===== config.mk =====
export PLATFORM = sky130hd
export DESIGN_NAME = wait_state_ctrl
export DESIGN_NICKNAME = d
export VERILOG_FILES = /design/src/rtl/wait_state_ctrl_pkg.sv /design/src/rtl/wait_state_ctrl_timer.sv /design/src/rtl/wait_state_ctrl.sv
export SDC_FILE = /design/constraint.sdc
export NUM_CORES = 1
export LEC_CHECK = 0
export ABC_AREA = 1
export BUFFER_PORTS_ARGS = -buffer_cell sky130_fd_sc_hd__buf_4
export CORE_AREA = 2 2 92 94
export CTS_CLUSTER_SIZE = 12
export DETAILED_ROUTE_END_ITERATION = 7
export DIE_AREA = 0 0 94 96
export PLACE_DENSITY_LB_ADDON = 0.12
export SYNTH_ARGS = -nofsm -noshare
export SYNTH_HDL_FRONTEND = slang
export SYNTH_SLANG_ARGS = --single-unit

===== constraint.sdc =====
create_clock -name MHZ48 -period 4.1 [get_ports MHZ48]
set_input_delay 0.41 -clock MHZ48 [delete_from_list [all_inputs] [get_ports MHZ48]]
set_output_delay 0.41 -clock MHZ48 [all_outputs]
set_load 0.02 [all_outputs]

===== src/rtl/wait_state_ctrl_pkg.sv =====
// Shared encodings and constants for the 6809 slow-device wait-state controller.
package wait_state_ctrl_pkg;

  typedef enum logic [1:0] {
    ST_IDLE    = 2'd0,
    ST_STRETCH = 2'd1,
    ST_HOLD    = 2'd2,
    ST_DONE    = 2'd3
  } state_t;

  // CFG_DATA field layout
  localparam int CFG_REN_BIT = 4;
  localparam int CFG_WS_MSB  = 3;
  localparam int CFG_WS_LSB  = 0;

  localparam int DEF_WS        = 15;
  localparam int DEF_TMO_TICKS = 1023;
  localparam int TMR_W         = 10;

endpackage


===== src/rtl/wait_state_ctrl_timer.sv =====
// Loadable down-counter with zero flag; times both the fixed stretch and the READY hold.
module wait_timer
  import wait_state_ctrl_pkg::*;
#(
  parameter int W = TMR_W
) (
  input  logic         clk,
  input  logic         rst,
  input  logic         load,
  input  logic [W-1:0] load_val,
  input  logic         dec,
  output logic         zero
);

  logic [W-1:0] cnt;

  always_ff @(posedge clk) begin
    if (rst) begin
      cnt <= '0;
    end else if (load) begin
      cnt <= load_val;
    end else if (dec && (cnt != '0)) begin
      cnt <= cnt - W'(1);
    end
  end

  assign zero = (cnt == '0);

endmodule


===== src/rtl/wait_state_ctrl.sv =====
// Stretches the 6809 E/Q clocks for slow devices: per-slot wait count plus optional READY hold.
//   state   | meaning
//   IDLE    | waiting for Q rise with a slow-device select
//   STRETCH | nWAIT low, counting WS*4 ticks
//   HOLD    | nWAIT low, waiting for READY or timeout
//   DONE    | stretch finished, waiting for E fall
module wait_state_ctrl
  import wait_state_ctrl_pkg::*;
#(
  parameter int NSEL      = 4,
  parameter int WS_W      = 4,
  parameter int TMO_TICKS = DEF_TMO_TICKS
) (
  input  logic            MHZ48,
  input  logic            RESET,
  input  logic            nE,
  input  logic            nQ,
  input  logic [NSEL-1:0] SEL,
  input  logic            READY,
  input  logic            CFG_WE,
  input  logic [1:0]      CFG_ADDR,
  input  logic [4:0]      CFG_DATA,
  output logic            nWAIT,
  output logic            BUSY,
  output logic            TMO
);

  localparam logic [TMR_W-1:0] TMO_LOAD = TMR_W'(TMO_TICKS - 1);

  state_t state, state_nxt;

  logic nq_r, nq_r2, ne_r, ne_r2;
  logic q_rise, e_fall;

  logic [WS_W-1:0] ws_tab [NSEL];
  logic [NSEL-1:0] ren_tab;
  logic            cfg_hit;

  logic            hit;
  logic [WS_W-1:0] sel_ws;
  logic            sel_ren;
  logic            ren_lat;
  logic            arm;
  logic            tmo_set;

  logic             tmr_load, tmr_dec, tmr_zero;
  logic [TMR_W-1:0] tmr_val, stretch_load;

  // nQ history resets to "Q high" so a bus cycle already in flight at reset cannot arm
  always_ff @(posedge MHZ48) begin
    if (RESET) begin
      nq_r  <= 1'b0;
      nq_r2 <= 1'b0;
      ne_r  <= 1'b1;
      ne_r2 <= 1'b1;
    end else begin
      nq_r  <= nQ;
      nq_r2 <= nq_r;
      ne_r  <= nE;
      ne_r2 <= ne_r;
    end
  end

  assign q_rise = nq_r2 & ~nq_r;
  assign e_fall = ~ne_r2 & ne_r;

  assign cfg_hit = CFG_WE && (int'(CFG_ADDR) < NSEL);

  always_ff @(posedge MHZ48) begin
    if (RESET) begin
      for (int i = 0; i < NSEL; i++) ws_tab[i] <= WS_W'(DEF_WS);
      ren_tab <= '0;
    end else if (cfg_hit) begin
      ws_tab[CFG_ADDR]  <= WS_W'(CFG_DATA[CFG_WS_MSB:CFG_WS_LSB]);
      ren_tab[CFG_ADDR] <= CFG_DATA[CFG_REN_BIT];
    end
  end

  // Lowest set select wins: scan downward so the last match is the lowest index
  always_comb begin
    hit     = 1'b0;
    sel_ws  = '0;
    sel_ren = 1'b0;
    for (int i = NSEL - 1; i >= 0; i--) begin
      if (SEL[i]) begin
        hit     = 1'b1;
        sel_ws  = ws_tab[i];
        sel_ren = ren_tab[i];
      end
    end
  end

  assign stretch_load = TMR_W'({sel_ws, 2'b00}) - TMR_W'(1);

  always_comb begin
    state_nxt = state;
    arm       = 1'b0;
    tmo_set   = 1'b0;
    tmr_load  = 1'b0;
    tmr_val   = '0;
    tmr_dec   = 1'b0;
    case (state)
      ST_IDLE: begin
        if (q_rise && hit) begin
          arm = 1'b1;
          if (sel_ws != '0) begin
            state_nxt = ST_STRETCH;
            tmr_load  = 1'b1;
            tmr_val   = stretch_load;
          end else if (sel_ren && !READY) begin
            state_nxt = ST_HOLD;
            tmr_load  = 1'b1;
            tmr_val   = TMO_LOAD;
          end else begin
            state_nxt = ST_DONE;
          end
        end
      end
      ST_STRETCH: begin
        if (tmr_zero) begin
          if (ren_lat && !READY) begin
            state_nxt = ST_HOLD;
            tmr_load  = 1'b1;
            tmr_val   = TMO_LOAD;
          end else begin
            state_nxt = ST_DONE;
          end
        end else begin
          tmr_dec = 1'b1;
        end
      end
      ST_HOLD: begin
        if (READY) begin
          state_nxt = ST_DONE;
        end else if (tmr_zero) begin
          state_nxt = ST_DONE;
          tmo_set   = 1'b1;
        end else begin
          tmr_dec = 1'b1;
        end
      end
      ST_DONE: begin
        if (e_fall) state_nxt = ST_IDLE;
      end
      default: state_nxt = ST_IDLE;
    endcase
  end

  always_ff @(posedge MHZ48) begin
    if (RESET) begin
      state   <= ST_IDLE;
      nWAIT   <= 1'b1;
      ren_lat <= 1'b0;
      TMO     <= 1'b0;
    end else begin
      state <= state_nxt;
      nWAIT <= !((state_nxt == ST_STRETCH) || (state_nxt == ST_HOLD));
      if (arm) ren_lat <= sel_ren;
      // A timeout in the same tick as a config write still reports
      if (tmo_set) TMO <= 1'b1;
      else if (CFG_WE) TMO <= 1'b0;
    end
  end

  assign BUSY = (state == ST_STRETCH) || (state == ST_HOLD);

  wait_timer #(.W(TMR_W)) u_timer (
    .clk      (MHZ48),
    .rst      (RESET),
    .load     (tmr_load),
    .load_val (tmr_val),
    .dec      (tmr_dec),
    .zero     (tmr_zero)
  );

endmodule

# Yosys cells after proc, flatten, opt, wreduce, memory -nomap -nowiden
# Memories as Yosys holds them, arrays and structs flattened.
# Index checks and enable logic that the tools add are counted.
dict set report totals {
  ramBits 16
  register_bits 23
  n_memories 1
  output_inout_bits 3
  input_bits 17
}
dict set report op_classes {
  muxes 56
  n_reduce_logical 16
  n_bitwise 4
  add_sub_neg 2
  n_eq_ne 5
  order_cmp 2
}
# memory depth width read_ports rd_clocked_by_memory_dff wr line_no
set mem_list {}
lappend mem_list {ws_tab 4 4 4 0 4 wait_state_ctrl.sv:35} ;# logic [WS_W-1:0] ws_tab [NSEL];
# cell n
set ops {}
lappend ops {{$mux 10} 7}
lappend ops {{$mux 1} 31}
lappend ops {{$mux 4} 5}
lappend ops {{$pmux 10 s2} 1}
lappend ops {{$mux 2} 7}
lappend ops {{$logic_not 10->1} 1}
lappend ops {{$reduce_bool 10->1} 1}
lappend ops {{$sub 10x1->10 const B} 1}
lappend ops {{$pmux 2 s4} 1}
lappend ops {{$sub 6x1->7 const B} 1}
lappend ops {{$eq 2x2->1 const B} 3}
lappend ops {{$logic_and 1x1->1} 5}
lappend ops {{$bwmux 4} 1}
lappend ops {{$eq 2x1->1 const B} 2}
lappend ops {{$pmux 1 s2} 2}
lappend ops {{$reduce_bool 2->1} 2}
lappend ops {{$reduce_bool 4->1} 1}
lappend ops {{$reduce_or 4->1} 1}
lappend ops {{$lt 2x3->1 const B} 1}
lappend ops {{$and 1x1->1} 2}
lappend ops {{$demux 1 s2} 1}
lappend ops {{$ge 2x1->1 const B} 1}
lappend ops {{$logic_not 1->1} 2}
lappend ops {{$logic_not 2->1} 1}
lappend ops {{2 further kinds} 4}

# Longest topological paths before layout
dict set report logic_depth {
  ltp_word 12
  mapped_depth 15
  depth_no_buf 15
}

# Cells and area by module
# From an unflattened synthesis, not the netlist that was laid out.
dict set report unflattened {
  hier_cells 323
  hier_area_um2 2388.5
}
# module instances cells_per_inst area_per_inst_um2 seq_area_each_um2
set modules_own_cells {}
lappend modules_own_cells {wait_state_ctrl 1 207 1630.3 740.7}
lappend modules_own_cells {wait_timer 1 116 758.2 200.2}

# Worst setup path before layout
# Ideal clock, no wire load.
dict set report synth_path {
  path_kind {input to register}
  from {in SEL[1]}
  to {reg u_timer.cnt[6]}
  cell_stages 14
  slack_ns 2.335
  arrival_time_ns 1.648
  required_time_ns 3.983
  cell_sequence {buf_6 -> a21oi_1 -> nand2_1 -> nand2_1 -> nand2_1 -> inv_1 -> ha_1 -> nand3_4 -> nand2_4 -> nand2_2 -> nand2_2 -> nand3_2 -> nor2_1 -> nor2_1}
}
dict set report synth_via {
  elab_chain_cells 8
}
# item line_no
set synth_rtl {}
lappend synth_rtl {{start: declaration} wait_state_ctrl.sv:18} ;# input logic [NSEL-1:0] SEL,
lappend synth_rtl {{branches (longest 8 deep; another with $sub 6x1->7)} -}
lappend synth_rtl {{end signal: assignment} wait_state_ctrl_timer.sv:21} ;# cnt <= load_val;
lappend synth_rtl {{end signal: assignment} wait_state_ctrl_timer.sv:23} ;# cnt <= cnt - W'(1);
lappend synth_rtl {{end: declaration} wait_state_ctrl_timer.sv:15} ;# logic [W-1:0] cnt;
# Several ways; the timed one is not identified.
# A chain may end at the register's enable or synchronous reset.

# Worst setup path after layout
dict set report layout_path {
  from {reg u_timer.cnt[0]}
  to {reg u_timer.cnt[6]}
}
dict set report layout_via {
  elab_chain_cells 6
}
# item
set layout_rtl {}
lappend layout_rtl {{branches (longest 6 deep; another with $sub 10x1->10)}}
# Several ways; the timed one is not identified. The select of a mux whose other input is x is not followed.

==> metrics.md <==
| Metric | Value |
|---|---|
| CP Launch Type | `register` |
| Setup_tns | `0 ns` |
| Post-cts sizing count | `0` |
| VDD IR-drop max | `0.000206 V` |
| CTS clock-pin slew for the worst setup and hold paths | `0.08 ns` |
| Largest net degree at the start of global routing | `19` |
| Async set-or-reset flop fraction in the synthesized netlist | `0%` |
| Postcts setup bufs | `0` |
| Worst EP required | `4.29 ns` |
| Synth cell types | `32` |
| Power Density | `462 nW/um^2` |
| Skew-Pair Late Insertion Delay | `0.30 ns` |
| CTS Sinks | `39` |
| Fmax | `530 MHz` |
| Multi-input gate area | `1180 sq um` |
| Initial Utilization | `28.5%` |
| Arrival @ worst endpoint | `2.08 ns` |
| Final slew viol count | `0` |
| Crit path from | `u_timer.cnt[0]$_SDFFE_PP0P_` |
| Syn avg cell area | `7.78 sq um` |
| Initial antenna violation count | `0` |
| Register area share after synthesis | `41.0%` |
| TritonCTS clock tree | `built` |
| Clock power frac | `26.8%` |
| Setup violations, final | `0` |
| Die span in y | `96 microns` |
| Comb power frac | `34.3%` |
| HP Class | `primary input to register` |
| First-pass GRT wire length | `8.82 mm` |
| Post-synth top area share | `20.9%` |
| Detailed placement HPWL | `4.00 mm` |
| DRC errors left | `0` |
| Worst hold slack | `0.295 ns` |
| CP Capture Type | `register` |
| Crit Path Max Fanout | `10` |
| Syn Nets | `319` |
| Leading area contributor after synthesis | `edfxtp_1` |
| Most frequent cells after synthesis | `nand2_1 (63), nor2_1 (49), inv_1 (36), dfxtp_1 (23), nand3_1 (17)` |
| Gr usage total | `12.7%` |
| Synth Register Bits | `39` |
| Register area | `941 sq um` |
| Worst hold start | `nE` |
| Synth Cell Area | `2300 sq um` |
| Top FF cell, synth | `dfxtp_1` |
| IO Pins | `20` |
| CTS Root Cell | `clkbuf_8` |
| Hold_buf cts | `0` |
| Final Hold Fails | `0` |
| Detail Route Antenna Nets | `0` |
| Slew @ Worst Pin | `0.805 ns` |
| Skew final | `0.0149 ns` |
| Die X | `94 microns` |
| Area growth, synth to finish | `15.6%` |
| Top-count cell post-synth | `nand2_1` |
| Crit path time final | `1.89 ns` |
| Number of synthesized flops with an enable pin | `16` |
| H-tree levels | `2` |
| Switching Power | `436 uW` |
| RSZ-0062 raised after global routing | `no` |
| Nets | `341` |
| Yosys warnings | `0` |
| Power Internal | `789 uW` |
| Crit Path Class | `register to register` |
| Routability cong. | `0.774` |
| Final period utilization | `46.0%` |
| Max-cap violations | `0` |
| GR Overflow Total | `0` |
| Mapped Cells | `295` |
| Die area | `9020 sq um` |
| Run status | `complete, no violations` |
| Diode count | `0` |
| Vias per cell | `4.38` |
| WL final | `5.12 mm` |
| Reg power frac | `38.9%` |
| Row cnt | `33` |
| Sw frac | `35.6%` |
| Leakage | `0.00113 uW` |
| Core Footprint | `8050 sq um` |
| Number of port buffers | `19` |
| Routed length per instance | `12.1 microns` |
| Relative slew slack | `45.9%` |
| Iter 0 DRT Violations | `48` |
| Critical R2R Launch | `u_timer.cnt[0]$_SDFFE_PP0P_` |
| Iteration count of the initial detailed-routing pass | `4` |
| Top area cells in the synthesized netlist | `edfxtp_1 (21%), dfxtp_1 (20%), nand2_1 (10%)` |
| Share of layout cells above drive strength 1 | `17.6%` |
| CTS Buffer Depth | `2` |
| Vias | `1851` |
| # fillers | `879` |
| Num CTS Buffers | `5` |
| Number of global-route vias before repair | `1903` |
==> path summary, 6_finish.rpt <==
check | endpoint | slack (ns) | cells after the start
min | ne_r$_SDFF_PP1_ | 0.29 | 2
min reg2reg | ne_r2$_SDFF_PP1_ | 0.45 | 1
max reg2reg | u_timer.cnt[6]$_SDFFE_PP0P_ | 2.21 | 9
max | u_timer.cnt[6]$_SDFFE_PP0P_ | 2.21 | 9
==> cells in the final DEF, fill, tap and decap left out, types with 3 or more instances in the layout <==
cell type and count:
nand3_2 4, nor3_1 4, ha_1 7, nor2_2 4
dfxtp_1 23, a21oi_1 16, inv_1 36, buf_4 19
nand2_1 63, clkbuf_8 5, xnor2_1 3, nor2_1 49
nand3_1 17, o21ai_0 12, edfxtp_1 16, inv_2 4
nand3_4 4, o21ai_1 3, nand2_2 6, xor2_1 6
==> per-layer routing <==
metal / vias up / wire (microns) / GRT usage (%)
met3: 8 / 193 / 2.27
met5: - / 0 / 0
met4: 0 / 93 / 5.31
li1: 985 / - / -
met1: 822 / 2390 / 15.6
met2: 36 / 2440 / 22.0
==> metrics by stage <==
step           util [%]  total power, uW  instances  setup slack (ns)  area (sq um)
2_1_floorplan         -              806        295              2.33          2300
3_3_place_gp       31.6              911        415              2.04          2540
3_5_place_dp       31.6              910        415              2.02          2540
4_1_cts            33.0             1240        423              2.20          2650
5_1_grt            33.0             1310        423              2.01          2650
6_report           33.0             1220        423              2.21          2650
==> worst max-delay path: stages, from the launching register on <==
cell and delay (ns):
dfxtp_1 0.33, inv_1 0.09, ha_1 0.24, nand3_2 0.15
nor3_4 0.25, nand4_4 0.22, nand4_4 0.22, nand3_2 0.13
nor2_1 0.11, nor2_1 0.05
==> logic make-up after synthesis <==
group           share of synthesized area, %
fa+ha+maj                               3.81
buf+inv                                 7.63
compound gates                          8.72
xor+xnor                                3.43
simple gates                            35.4
flops                                   41.0
==> sequential cells by signal (all words and copies together), names as in the netlist <==
signal       count
ne_r2            1
ne_r             1
ren_tab          4
nq_r             1
u_timer.cnt     10
TMO              1
nWAIT            1
state            2
nq_r2            1
ren_lat          1
ws_tab          16
==> final cells by class <==
cell class                      count  share of cell area [%]
Tap cell                          105                    4.95
Multi-Input combinational cell    212                    44.5
Clock buffer                        6                    2.73
Inverter                           40                    5.66
Sequential cell                    39                    35.5
Timing Repair Buffer               19                    5.37
Clock inverter                      2                    1.37
==> power groups by stage <==
stage / clock [uW] / combinational, uW / sequential (uW)
floorplan: 0 / 323 / 483
global placement: 0 / 425 / 486
detailed placement: 0 / 424 / 485
CTS: 340 / 426 / 477
global route: 351 / 476 / 482
finish: 328 / 421 / 476
Note: power is estimated with default switching activity, not from simulation.
